`config.mk`:
```
export PLATFORM = sky130hd
export DESIGN_NAME = hartslag_teller
export DESIGN_NICKNAME = d
export VERILOG_FILES = /design/src/rtl/hartslag_teller.sv
export SDC_FILE = /design/constraint.sdc
export NUM_CORES = 1
export LEC_CHECK = 0
export ABC_AREA = 1
export CAP_MARGIN = 20
export CORE_AREA = 2 2 102 104
export CTS_BUF_LIST = sky130_fd_sc_hd__clkbuf_4 sky130_fd_sc_hd__clkbuf_8
export CTS_CLUSTER_SIZE = 10
export DETAILED_ROUTE_END_ITERATION = 7
export DIE_AREA = 0 0 104 106
export PLACE_DENSITY_LB_ADDON = 0.1
export SLEW_MARGIN = 20
export SYNTH_ARGS = -nofsm -noshare
export SYNTH_HDL_FRONTEND = slang
export SYNTH_SLANG_ARGS = --single-unit
```
`constraint.sdc`:
```
create_clock -name clk -period 7 [get_ports clk]
set_input_delay 2.1 -clock clk [delete_from_list [all_inputs] [get_ports clk]]
set_output_delay 2.1 -clock clk [all_outputs]
set_load 0.05 [all_outputs]
```
`src/rtl/hartslag_teller.sv`:
```
// rtl/hartslag_teller.sv - heartbeat-rate meter: debounced beat counting per window,
// moving average over recent windows, overflow and loss-of-signal flags.
module hartslag_teller #(
  parameter int WINDOW_CYCLES = 100_000_000,
  parameter int CNT_W         = 8,
  parameter int DEBOUNCE      = 4,
  parameter int AVG_LOG2      = 2,
  parameter int NOSIG_WINDOWS = 3
) (
  input  logic             clk,
  input  logic             reset,
  input  logic             ingang,
  input  logic             enable,
  output logic             beat,
  output logic [CNT_W-1:0] count,
  output logic [CNT_W-1:0] avg,
  output logic             valid,
  output logic             avg_ready,
  output logic             overflow,
  output logic             no_signal
);

  localparam int TW    = (WINDOW_CYCLES > 1) ? $clog2(WINDOW_CYCLES) : 1;
  localparam int DW    = $clog2(DEBOUNCE + 1);
  localparam int DEPTH = 1 << AVG_LOG2;
  localparam int PW    = (AVG_LOG2 > 0) ? AVG_LOG2 : 1;
  localparam int FW    = $clog2(DEPTH + 1);
  localparam int SW    = CNT_W + AVG_LOG2;
  localparam int ZW    = $clog2(NOSIG_WINDOWS + 1);

  logic          sync_a, sync_b, f, f_q;
  logic [DW-1:0] deb_cnt;

  always_ff @(posedge clk or posedge reset) begin
    if (reset) begin
      sync_a  <= 1'b0;
      sync_b  <= 1'b0;
      f       <= 1'b0;
      f_q     <= 1'b0;
      deb_cnt <= '0;
      beat    <= 1'b0;
    end else begin
      sync_a <= ingang;
      sync_b <= sync_a;
      if (sync_b == f) begin
        deb_cnt <= '0;
      end else if (deb_cnt == DW'(DEBOUNCE - 1)) begin
        f       <= sync_b;
        deb_cnt <= '0;
      end else begin
        deb_cnt <= deb_cnt + DW'(1);
      end
      f_q  <= f;
      beat <= f & ~f_q;
    end
  end

  logic [TW-1:0]    timer;
  logic [CNT_W-1:0] run_cnt, run_next;
  logic             sticky, sticky_next, run_max, terminal;
  logic [CNT_W-1:0] hist [DEPTH];
  logic [PW-1:0]    ptr;
  logic [SW-1:0]    sum, sum_next;
  logic [FW-1:0]    fill;
  logic [ZW-1:0]    zcnt;

  // A beat in the terminal cycle still belongs to the window that is ending.
  assign run_max     = &run_cnt;
  assign run_next    = (beat && !run_max) ? run_cnt + CNT_W'(1) : run_cnt;
  assign sticky_next = sticky | (beat & run_max);
  assign terminal    = enable && (timer == TW'(WINDOW_CYCLES - 1));
  assign sum_next    = sum - SW'(hist[ptr]) + SW'(run_next);

  always_ff @(posedge clk or posedge reset) begin
    if (reset) begin
      timer    <= '0;
      run_cnt  <= '0;
      sticky   <= 1'b0;
      valid    <= 1'b0;
      count    <= '0;
      overflow <= 1'b0;
      ptr      <= '0;
      sum      <= '0;
      fill     <= '0;
      zcnt     <= '0;
      for (int i = 0; i < DEPTH; i++) hist[i] <= '0;
    end else begin
      valid <= 1'b0;
      if (!enable) begin
        timer   <= '0;
        run_cnt <= '0;
        sticky  <= 1'b0;
      end else if (terminal) begin
        timer     <= '0;
        run_cnt   <= '0;
        sticky    <= 1'b0;
        valid     <= 1'b1;
        count     <= run_next;
        overflow  <= sticky_next;
        hist[ptr] <= run_next;
        sum       <= sum_next;
        ptr       <= (ptr == PW'(DEPTH - 1)) ? '0 : ptr + PW'(1);
        if (fill != FW'(DEPTH)) fill <= fill + FW'(1);
        if (run_next == '0) begin
          if (zcnt != ZW'(NOSIG_WINDOWS)) zcnt <= zcnt + ZW'(1);
        end else begin
          zcnt <= '0;
        end
      end else begin
        timer   <= timer + TW'(1);
        run_cnt <= run_next;
        sticky  <= sticky_next;
      end
    end
  end

  assign avg       = sum[SW-1:AVG_LOG2];
  assign avg_ready = (fill == FW'(DEPTH));
  assign no_signal = (zcnt == ZW'(NOSIG_WINDOWS));

endmodule
```
==> results.py, run 1 <==
metrics = {
    "cts": {
        "cts_root_buffer": "clkbuf_8",
        "postCtsSetupRepairBufs": 0,
        "numCtsBuffers": 9,
        "clockBufferDepth": 2,
        "cts_resized": 0,
        "hold_buffers": 0,
        "clock_latency_ps": 380,
        "htreeDepth": 3,
        "cts_tree": "yes",
        "clkSinkCount": 103,
        "clkSlewWorstSetupHoldPaths_ps": 90,
    },
    "placement": {
        "portBuffers": 24,
        "place_congestion": 0.897,
        "hpwlAfterDp_um": 9600,
        "dp.cells": 854,
        "pre_cts_slack_ps": 2740,
    },
    "timing": {
        "max_freq_ghz": 0.241,
        "worst_slack_ps": 2840,
        "hold_viol_final": 0,
        "rsz0062_at_grt": "false",
        "worst_slew_margin_rel_pct": 51.5,
        "slew_viol_final": 0,
        "fin_skew_ps": 13.5,
        "holdWs_ps": 416,
        "worstMarginPinSlew_ps": 728,
        "setup_viol": 0,
        "timing.setup.tns_ps": 0,
        "finalCriticalPeriod_ps": 4160,
        "period_share_pct": 59.4,
    },
    "hold_path": {
        "hp-class": "reg2reg",
        "hp-start": "f_q",
        "hold_depth": 1,
        "min_to": "beat",
    },
    "power_and_ir_drop": {
        "p_leak_nw": 3.14,
        "switching_share_pct": 31.6,
        "comb_power_share_pct": 24.6,
        "switchingPower_w": 0.000443,
        "p_per_area_nw_per_um2": 222,
        "vdd_drop_max_v": 0.000116,
        "seqPwrFrac_pct": 45.1,
        "p_int_w": 0.000959,
        "power_w": 0.00140,
        "p_clk_share_pct": 30.3,
    },
    "floorplanning": {
        "row_count": 37,
        "die_h_um": 106,
        "io_pins": 25,
        "dieArea_um2": 11000,
        "start_util_pct": 58.0,
        "core_um2": 10000,
        "fp.dieW_um": 104,
    },
    "layout": {
        "n_fill_cell": 894,
        "antenna_cells": 0,
        "final_common_cell": "nand2_1",
        "layout.nets": 761,
        "drive_gt1_share_pct": 8.32,
        "areaGrowthSynthToFinish_pct": 8.77,
        "multi_input_area_um2": 2700,
        "seq_area_um2": 2580,
        "final_cells": 869,
        "layout_common_cells": "nand2_1, dfrtp_1, inv_1",
    },
    "yosys": {
        "synthArstFlopShare_pct": 100,
        "yosysUniqueCellTypes": 39,
        "synth_area_leaders": "dfrtp_1, nand2_1, inv_1",
        "synth_edf_count": 0,
        "ys.flop_type": "dfrtp_1",
        "synth_largest_area_cell": "dfrtp_1",
        "syn_nets": 747,
        "syn_avg_cell_area_um2": 8.11,
        "syn_inst": 715,
        "synth_top_area_share_pct": 44.5,
        "synth_area_um2": 5800,
        "ys_ff_latch": 103,
        "yosys_warnings": 0,
        "ys_seq_area_share_pct": 44.5,
    },
    "setup_path": {
        "cp_common_cell": "inv_1",
        "crit_path_max_fanout": 3,
        "worstSetupPathType": "reg2out",
        "rr_worst_depth": 13,
        "r2r-end": "sum[8]",
        "worstSetupStartpointType": "flop",
        "path_buf_inv": 3,
        "crit_path_end_kind": "primary output",
        "cpPeakStageDelay_ps": 840,
        "critical-path-top-delay-family": "buffers and inverters",
        "cp_cell_sequence": "inv_1 -> ha_1 -> nand2_1 -> inv_1 -> clkdlybuf4s50_1",
        "worstReg2RegStart": "ptr[0]",
        "reg2reg_setup_slack_ps": 3260,
        "worst_ep_arrival_time_ps": 2060,
        "crit_required_ps": 4900,
        "cp_slowest_cell": "clkdlybuf4s50_1",
    },
    "detailed_routing": {
        "num_vias": 4622,
        "ant_nets": 0,
        "avgViaCountPerCell": 5.32,
        "routed_wl_um": 13000,
        "drt_iter0_markers": 273,
        "first_pass_iters": 5,
        "drc": 0,
        "post_drt_wl_per_cell_um": 15.0,
    },
    "global_route": {
        "overflow": 0,
        "grt_pass1_vias": 4646,
        "grt_pass1_wl_um": 22200,
        "antenna_found_initial": 0,
        "grt_use_total_pct": 25.6,
        "grt_max_degree": 59,
    },
    "status": {
        "status": "finished clean",
    },
    "flow_run": {
        "maxCapViolations": 0,
    },
}
-- synth_stat cells, types with 8 or more instances --
library cell and n:
a21oi_1 23, buf_4 9, dfrtp_1 103, fa_1 8, ha_1 20, inv_1 94, nand2_1 180, nand2_2 9
nand3_1 38, nor2_1 68, nor2_4 9, nor3_1 15, o21ai_0 24, o21ai_1 19, xnor2_1 11, xor2_1 10
-- metrics by stage --
step | cell area, um2 | utilization, %
floorplan | 5800 | -
global placement | 6070 | 60.7
detailed placement | 6070 | 60.7
CTS | 6300 | 63.0
global route | 6300 | 63.0
finish | 6300 | 63.0
-- cell families (layout without fill, tap and decap cells) --
logic type / Yosys count / in the layout / share of synthesized area (%)
simple gates: 352 / 352 / 27.5
buf+inv: 121 / 139 / 8.92
flops: 103 / 103 / 44.5
compound gates: 90 / 90 / 8.85
fa+ha+maj: 28 / 28 / 7.08
xor+xnor: 21 / 21 / 3.17
-- flip-flops by register name, indices dropped and copies added, names as in the netlist, 2 cells and up --
| signal | cells |
|---|---|
| hist | 32 |
| timer | 27 |
| sum | 10 |
| count | 8 |
| run_cnt | 8 |
| deb_cnt | 3 |
| fill | 3 |
| ptr | 2 |
| zcnt | 2 |
-- final cells by class --
class                   instances  share of cell area [%]
multi-input cells             491                    42.9
flip-flops and latches        103                    40.9
inverters                      98                    5.88
well taps                     136                    2.70
clock buffers                  11                    2.40
repair buffers                 26                    4.05
clock inverters                 4                    1.23
-- worst max-delay path by stage --
stage          startpoint         to  slack [ps]  depth (start not counted)
5_1_grt           fill[1]  avg_ready        2740                          5
2_1_floorplan       reset       beat        2200                          1
4_1_cts           fill[0]  avg_ready        2790                          5
6_report          fill[0]  avg_ready        2840                          5
3_3_place_gp       enable   timer[8]        2820                         10
3_5_place_dp       enable   timer[5]        2740                         10
-- metal layers --
metal / global-route usage (%) / up-vias / wire, um
li1: - / 2291 / -
met3: 4.66 / 29 / 545
met1: 30.8 / 2202 / 5430
met5: 0 / - / 0
met2: 45.9 / 100 / 6660
met4: 9.85 / 0 / 396
-- power by group through the flow --
stage / clock network (W) / logic (W) / registers, W
floorplan: 0 / 0.000258 / 0.000650
global placement: 0 / 0.000338 / 0.000644
detailed placement: 0 / 0.000346 / 0.000644
CTS: 0.000433 / 0.000347 / 0.000633
global route: 0.000459 / 0.000394 / 0.000637
finish: 0.000425 / 0.000344 / 0.000633
No activity file was read; power rests on OpenSTA's default activity.
==> run 2: changes to the inputs <==
==> constraint.sdc (replaced) <==
create_clock -name clk -period 4.3 [get_ports clk]
set_input_delay 1.29 -clock clk [delete_from_list [all_inputs] [get_ports clk]]
set_output_delay 1.29 -clock clk [all_outputs]
set_load 0.05 [all_outputs]
==> run 2 against run 1 <==
First-iteration DRC count increased by 35%. Combinational power increased by 66%. Final cell count increased by 0.46%. Critical path depth unchanged. Wire length increased by 0.91%. Via count about the same. Flip-flop and latch count unchanged. Global-route usage increased by 0.24 points. Non-clock buffer count increased by 3. Register-to-register slack got worse by 2300 ps. Critical endpoint unchanged. Largest power group unchanged. Highest routed layer unchanged.
==> results.py, run 2 (synthesis gave the netlist of run 1 again) <==
metrics = {
    "status": {
        "status": "finished clean",
    },
    "layout": {
        "final_core_util_pct": 62.9,
        "n_fill_cell": 881,
        "final_common_cell": "nand2_1",
        "layout.nets": 764,
        "drive_gt1_share_pct": 8.82,
        "antenna_cells": 0,
        "areaGrowthSynthToFinish_pct": 8.53,
        "largest_register_ffs": 32,
        "layout_common_cells": "nand2_1, dfrtp_1, inv_1",
        "regMostFlops": "hist",
        "largestRegisters": "hist x32, timer x27, sum x10",
    },
    "timing": {
        "worst_slew_margin_rel_pct": 57.7,
        "max_freq_ghz": 0.296,
        "rsz0062_at_grt": "false",
        "hold_viol_final": 0,
        "slew_viol_final": 0,
        "fin_skew_ps": 8.66,
        "period_share_pct": 78.5,
        "timing.setup.tns_ps": 0,
        "setup_viol": 0,
        "finalCriticalPeriod_ps": 3380,
        "worstMarginPinSlew_ps": 635,
    },
    "detailed_routing": {
        "drc": 0,
        "first_pass_iters": 5,
        "ant_nets": 0,
        "num_vias": 4619,
        "routed_wl_um": 13100,
        "avgViaCountPerCell": 5.29,
        "post_drt_wl_per_cell_um": 15.1,
        "drt_iter0_markers": 368,
    },
    "setup_path": {
        "cp_slowest_cell": "clkdlybuf4s50_1",
        "worst_ep_arrival_time_ps": 2090,
        "worstSetupStartpointType": "flop",
        "cp_common_cell": "inv_1",
        "crit_path_end_kind": "primary output",
        "worstSetupPathType": "reg2out",
        "cp_cell_sequence": "inv_1 -> ha_1 -> nand2_1 -> inv_1 -> clkdlybuf4s50_1",
        "cpPeakStageDelay_ps": 820,
        "crit_path_max_fanout": 3,
        "crit_required_ps": 3010,
    },
    "floorplanning": {
        "die_h_um": 106,
        "row_count": 37,
        "fp.dieW_um": 104,
        "io_pins": 25,
        "start_util_pct": 58.0,
        "dieArea_um2": 11000,
        "core_um2": 10000,
    },
    "global_route": {
        "grt_pass1_vias": 4589,
        "grt_pass1_wl_um": 22200,
        "grt_busiest_layer": "met2",
        "grt_max_degree": 56,
        "gr-usage-met1_pct": 31.6,
        "antenna_found_initial": 0,
        "grt_use_total_pct": 25.9,
        "use_met3_pct": 5.03,
        "overflow": 0,
        "met2_usage_pct": 45.9,
    },
    "cts": {
        "clockBufferDepth": 2,
        "clock_latency_ps": 380,
        "cts_resized": 0,
        "clkSinkCount": 103,
        "hold_buffers": 0,
        "clkSlewWorstSetupHoldPaths_ps": 100,
        "cts_tree": "yes",
        "htreeDepth": 3,
        "postCtsSetupRepairBufs": 0,
        "cts_root_buffer": "clkbuf_8",
        "numCtsBuffers": 9,
    },
    "power_and_ir_drop": {
        "p_per_area_nw_per_um2": 346,
        "vdd_drop_max_v": 0.000255,
        "p_leak_nw": 3.14,
    },
    "hold_path": {
        "hp-class": "reg2reg",
    },
    "placement": {
        "portBuffers": 24,
        "hpwlAfterDp_um": 9730,
        "place_congestion": 0.937,
    },
    "flow_run": {
        "maxCapViolations": 0,
    },
}
==> run 2: cell count changes in the layout (fill, tap and decap cells not counted) <==
| cell | previous run | this run |
|---|---|---|
| bufinv_16 | 2 | 0 |
| clkinv_2 | 0 | 1 |
| clkbuf_8 | 11 | 9 |
| inv_6 | 1 | 3 |
| clkinv_4 | 1 | 2 |
| buf_4 | 2 | 4 |
| clkinvlp_4 | 0 | 1 |
| buf_12 | 0 | 1 |
==> run 2: path summary, 6_finish.rpt <==
| path | from | endpoint | slack (ps) | cells after the start |
|---|---|---|---|---|
| setup / recovery | fill[0] | avg_ready | 920 | 5 |
| hold / removal | f_q | beat | 410 | 1 |
| setup reg to reg | run_cnt[0] | sum[8] | 950 | 14 |
| hold reg to reg | f_q | beat | 410 | 1 |
| max in group asynchronous | reset | run_cnt[2] | 2250 | 3 |
| min in group asynchronous | reset | sum[8] | 1340 | 2 |
==> run 2: power by group <==
part / total [W] / leakage, nW / internal [W] / switching (W)
clock network: 0.000573 / 0.0906 / 0.000218 / 0.000355
registers: 0.00103 / 1.39 / 0.00100 / 0.0000310
logic: 0.000571 / 1.65 / 0.000206 / 0.000365
total: 0.00218 / 3.14 / 0.00142 / 0.000751
==> run 2: area by class of cell <==
| cell class | instances | area [um2] | share of cell area (%) |
|---|---|---|---|
| multi-input cells | 491 | 2700 | 42.9 |
| flip-flops and latches | 103 | 2580 | 41.0 |
| inverters | 98 | 370 | 5.89 |
| repair buffers | 29 | 290 | 4.62 |
| well taps | 136 | 170 | 2.71 |
| clock buffers | 9 | 124 | 1.97 |
| clock inverters | 7 | 56.3 | 0.895 |
==> run 2: worst max-delay path, delay by kind of cell (launching register included) <==
kind	cells	cell delay [ps]
fa+ha+maj	1	180
buf+inv	3	1020
flops	1	420
simple gates	1	90
==> run 2: metrics by stage <==
step | cell area (um2) | instances | power, W | setup WS, ps | hold WS (ps)
2_1_floorplan | 5800 | 715 | 0.00148 | 306 | 331
3_3_place_gp | 6110 | 857 | 0.00160 | 914 | 394
3_5_place_dp | 6110 | 857 | 0.00162 | 792 | 388
4_1_cts | 6290 | 873 | 0.00220 | 894 | 412
5_1_grt | 6290 | 873 | 0.00231 | 696 | 434
6_report | 6290 | 873 | 0.00218 | 925 | 411
==> run 2: layer usage <==
metal  up-vias  part of all wire [%]
met5         -                     0
met4         0                   2.6
met3        25                   4.2
met2       125                    51
met1      2172                    42
li1       2297                     -
==> run 3: changes to the inputs <==
--- a/config.mk
+++ b/config.mk
@@ -7,11 +7,11 @@
 export LEC_CHECK = 0
 export ABC_AREA = 1
 export CAP_MARGIN = 20
-export CORE_AREA = 2 2 102 104
+export CORE_AREA = 2 2 104 106
 export CTS_BUF_LIST = sky130_fd_sc_hd__clkbuf_4 sky130_fd_sc_hd__clkbuf_8
 export CTS_CLUSTER_SIZE = 10
 export DETAILED_ROUTE_END_ITERATION = 7
-export DIE_AREA = 0 0 104 106
+export DIE_AREA = 0 0 106 108
 export PLACE_DENSITY_LB_ADDON = 0.1
 export SLEW_MARGIN = 20
 export SYNTH_ARGS = -nofsm -noshare
==> constraint.sdc (replaced) <==
create_clock -name clk -period 3.03 [get_ports clk]
set_input_delay 0.909 -clock clk [delete_from_list [all_inputs] [get_ports clk]]
set_output_delay 0.909 -clock clk [all_outputs]
set_load 0.05 [all_outputs]
==> run 3 against run 2 <==
Clock skew is 3.4 ps higher. Combinational power is 77% higher. Register-to-register slack worse by 850 ps. Global-route usage is 1.2 points lower. Wire length is 1.1% higher. Worst hold slack worse by 44 ps. Sequential power is 42% higher. Power is 56% higher. Critical path depth is 10 higher. Clock-buffer cell count is 2 higher. Largest power group unchanged.
==> results.py, run 3 (synthesis gave the netlist of run 1 again) <==
metrics = {
    "status": {
        "status": "finished clean",
    },
    "cts": {
        "numCtsBuffers": 9,
        "hold_buffers": 0,
        "cts_root_buffer": "clkbuf_8",
        "clockBufferDepth": 2,
        "clkSinkCount": 103,
        "htreeDepth": 3,
        "clock_latency_ps": 390,
        "clkSlewWorstSetupHoldPaths_ps": 100,
        "cts_tree": "yes",
    },
    "floorplanning": {
        "fp.dieW_um": 106,
        "die_h_um": 108,
        "core_um2": 10200,
        "row_count": 37,
        "start_util_pct": 56.6,
        "io_pins": 25,
        "dieArea_um2": 11400,
    },
    "setup_path": {
        "worstSetupPathType": "reg2reg",
        "crit_start": "run_cnt[1]",
        "crit_required_ps": 3310,
        "cp_slowest_cell": "fa_1",
        "path_buf_inv": 2,
        "reg2reg_setup_slack_ps": 100,
        "endpoint": "sum[5]",
        "crit_path_max_fanout": 5,
        "cp_cell_sequence": "ha_2 -> nand2_2 -> nor2_2 -> nand2_2 -> nand3_1 -> nand2_1 -> fa_1 -> inv_1 -> ha_1 -> a21oi_2 -> nand2_1 -> a21oi_2 -> buf_4 -> xor2_2 -> o21ai_2",
        "r2r-end": "sum[5]",
        "critical-path-top-delay-family": "adder cells",
        "worst-path-stages": 15,
        "cpPeakStageDelay_ps": 490,
        "worst_ep_arrival_time_ps": 3210,
        "worstReg2RegStart": "run_cnt[1]",
        "rr_worst_depth": 15,
        "worstSetupStartpointType": "flop",
        "crit_path_end_kind": "flop",
    },
    "power_and_ir_drop": {
        "p_per_area_nw_per_um2": 515,
        "vdd_drop_max_v": 0.000298,
        "power_w": 0.00339,
        "p_leak_nw": 3.28,
    },
    "timing": {
        "finalCriticalPeriod_ps": 2930,
        "worst_slack_ps": 102,
        "rsz0062_at_grt": "true",
        "period_share_pct": 96.6,
        "hold_viol_final": 0,
        "worstMarginPinSlew_ps": 554,
        "max_freq_ghz": 0.342,
        "worst_slew_margin_rel_pct": 63.1,
        "setup_viol": 0,
        "fin_skew_ps": 12.1,
        "slew_viol_final": 0,
    },
    "global_route": {
        "grt_use_total_pct": 24.7,
        "use_met3_pct": 5.85,
        "grt_busiest_layer": "met2",
        "met2_usage_pct": 42.9,
        "antenna_found_initial": 0,
        "gr-usage-met1_pct": 30.1,
        "grt_pass1_wl_um": 21700,
        "overflow": 0,
        "grt_max_degree": 104,
        "grt_pass1_vias": 4610,
    },
    "detailed_routing": {
        "num_vias": 4695,
        "ant_nets": 0,
        "drc": 0,
        "drt_iter0_markers": 252,
        "routed_wl_um": 13300,
        "first_pass_iters": 5,
        "avgViaCountPerCell": 5.22,
        "post_drt_wl_per_cell_um": 14.8,
    },
    "layout": {
        "antenna_cells": 0,
        "areaGrowthSynthToFinish_pct": 13.7,
        "final_common_cell": "nand2_1",
        "final_cell_area_um2": 6590,
        "largestRegisters": "hist x32, timer x27, sum x10",
        "largest_register_ffs": 32,
        "layout.nets": 790,
        "layout_common_cells": "nand2_1, dfrtp_1, inv_1",
        "regMostFlops": "hist",
        "drive_gt1_share_pct": 14.2,
    },
    "placement": {
        "place_congestion": 0.923,
        "hpwlAfterDp_um": 9800,
        "pre_cts_slack_ps": 30.8,
        "post_dp_cell_area_um2": 6270,
        "portBuffers": 24,
    },
    "hold_path": {
        "hp-class": "reg2reg",
    },
    "flow_run": {
        "maxCapViolations": 0,
    },
}
## run 3: cell types whose count changed in the layout (fill, tap and decap cells not counted), sizes merged
cell	delta
buf	+25
bufinv	+1
clkbuf	+2
clkdlybuf4s50	-1
clkinv	-1
clkinvlp	+2
inv	-3
nand2	+1
## run 3: power by group
part	total (W)	switching, W	internal, W
registers	0.00146	0.0000433	0.00142
logic	0.00101	0.000586	0.000425
clock network	0.000918	0.000495	0.000423
## run 3: how the worst min path moves through the flow
stage / from / endpoint / slack, ps / depth (start not counted)
2_1_floorplan: sync_a / sync_b / 330 / 0
3_3_place_gp: sync_a / sync_b / 340 / 0
3_5_place_dp: sync_a / sync_b / 340 / 0
4_1_cts: sync_a / sync_b / 370 / 0
5_1_grt: sync_a / sync_b / 380 / 0
6_report: sync_a / sync_b / 370 / 0
## run 3: repair_timing
item,in CTS,in global routing
setup buffers,0,4
endpoints found under the setup margin,0,6
resized for setup,0,24
## run 3: per-stage QoR
step           hold WS [ps]  util (%)  std cells  TNS (ps)
3_5_place_dp            343      61.3        877         0
3_3_place_gp            344      61.3        877         0
2_1_floorplan           331         -        715         0
6_report                367      64.4        899         0
4_1_cts                 366      63.3        893         0
5_1_grt                 381      64.4        899      -183
## run 3: cell type report
type	instances	area, um2
clock inverters	5	63.8
multi-input cells	492	2770
repair inverters	1	7.51
repair buffers	53	480
fillers	877	3640
clock buffers	11	145
inverters	98	375
flip-flops and latches	103	2580
well taps	136	170
## run 3: routing by layer
layer | up-vias | wire length (um)
li1 | 2349 | -
met5 | - | 0
met2 | 85 | 6680
met3 | 32 | 463
met4 | 0 | 408
met1 | 2229 | 5740
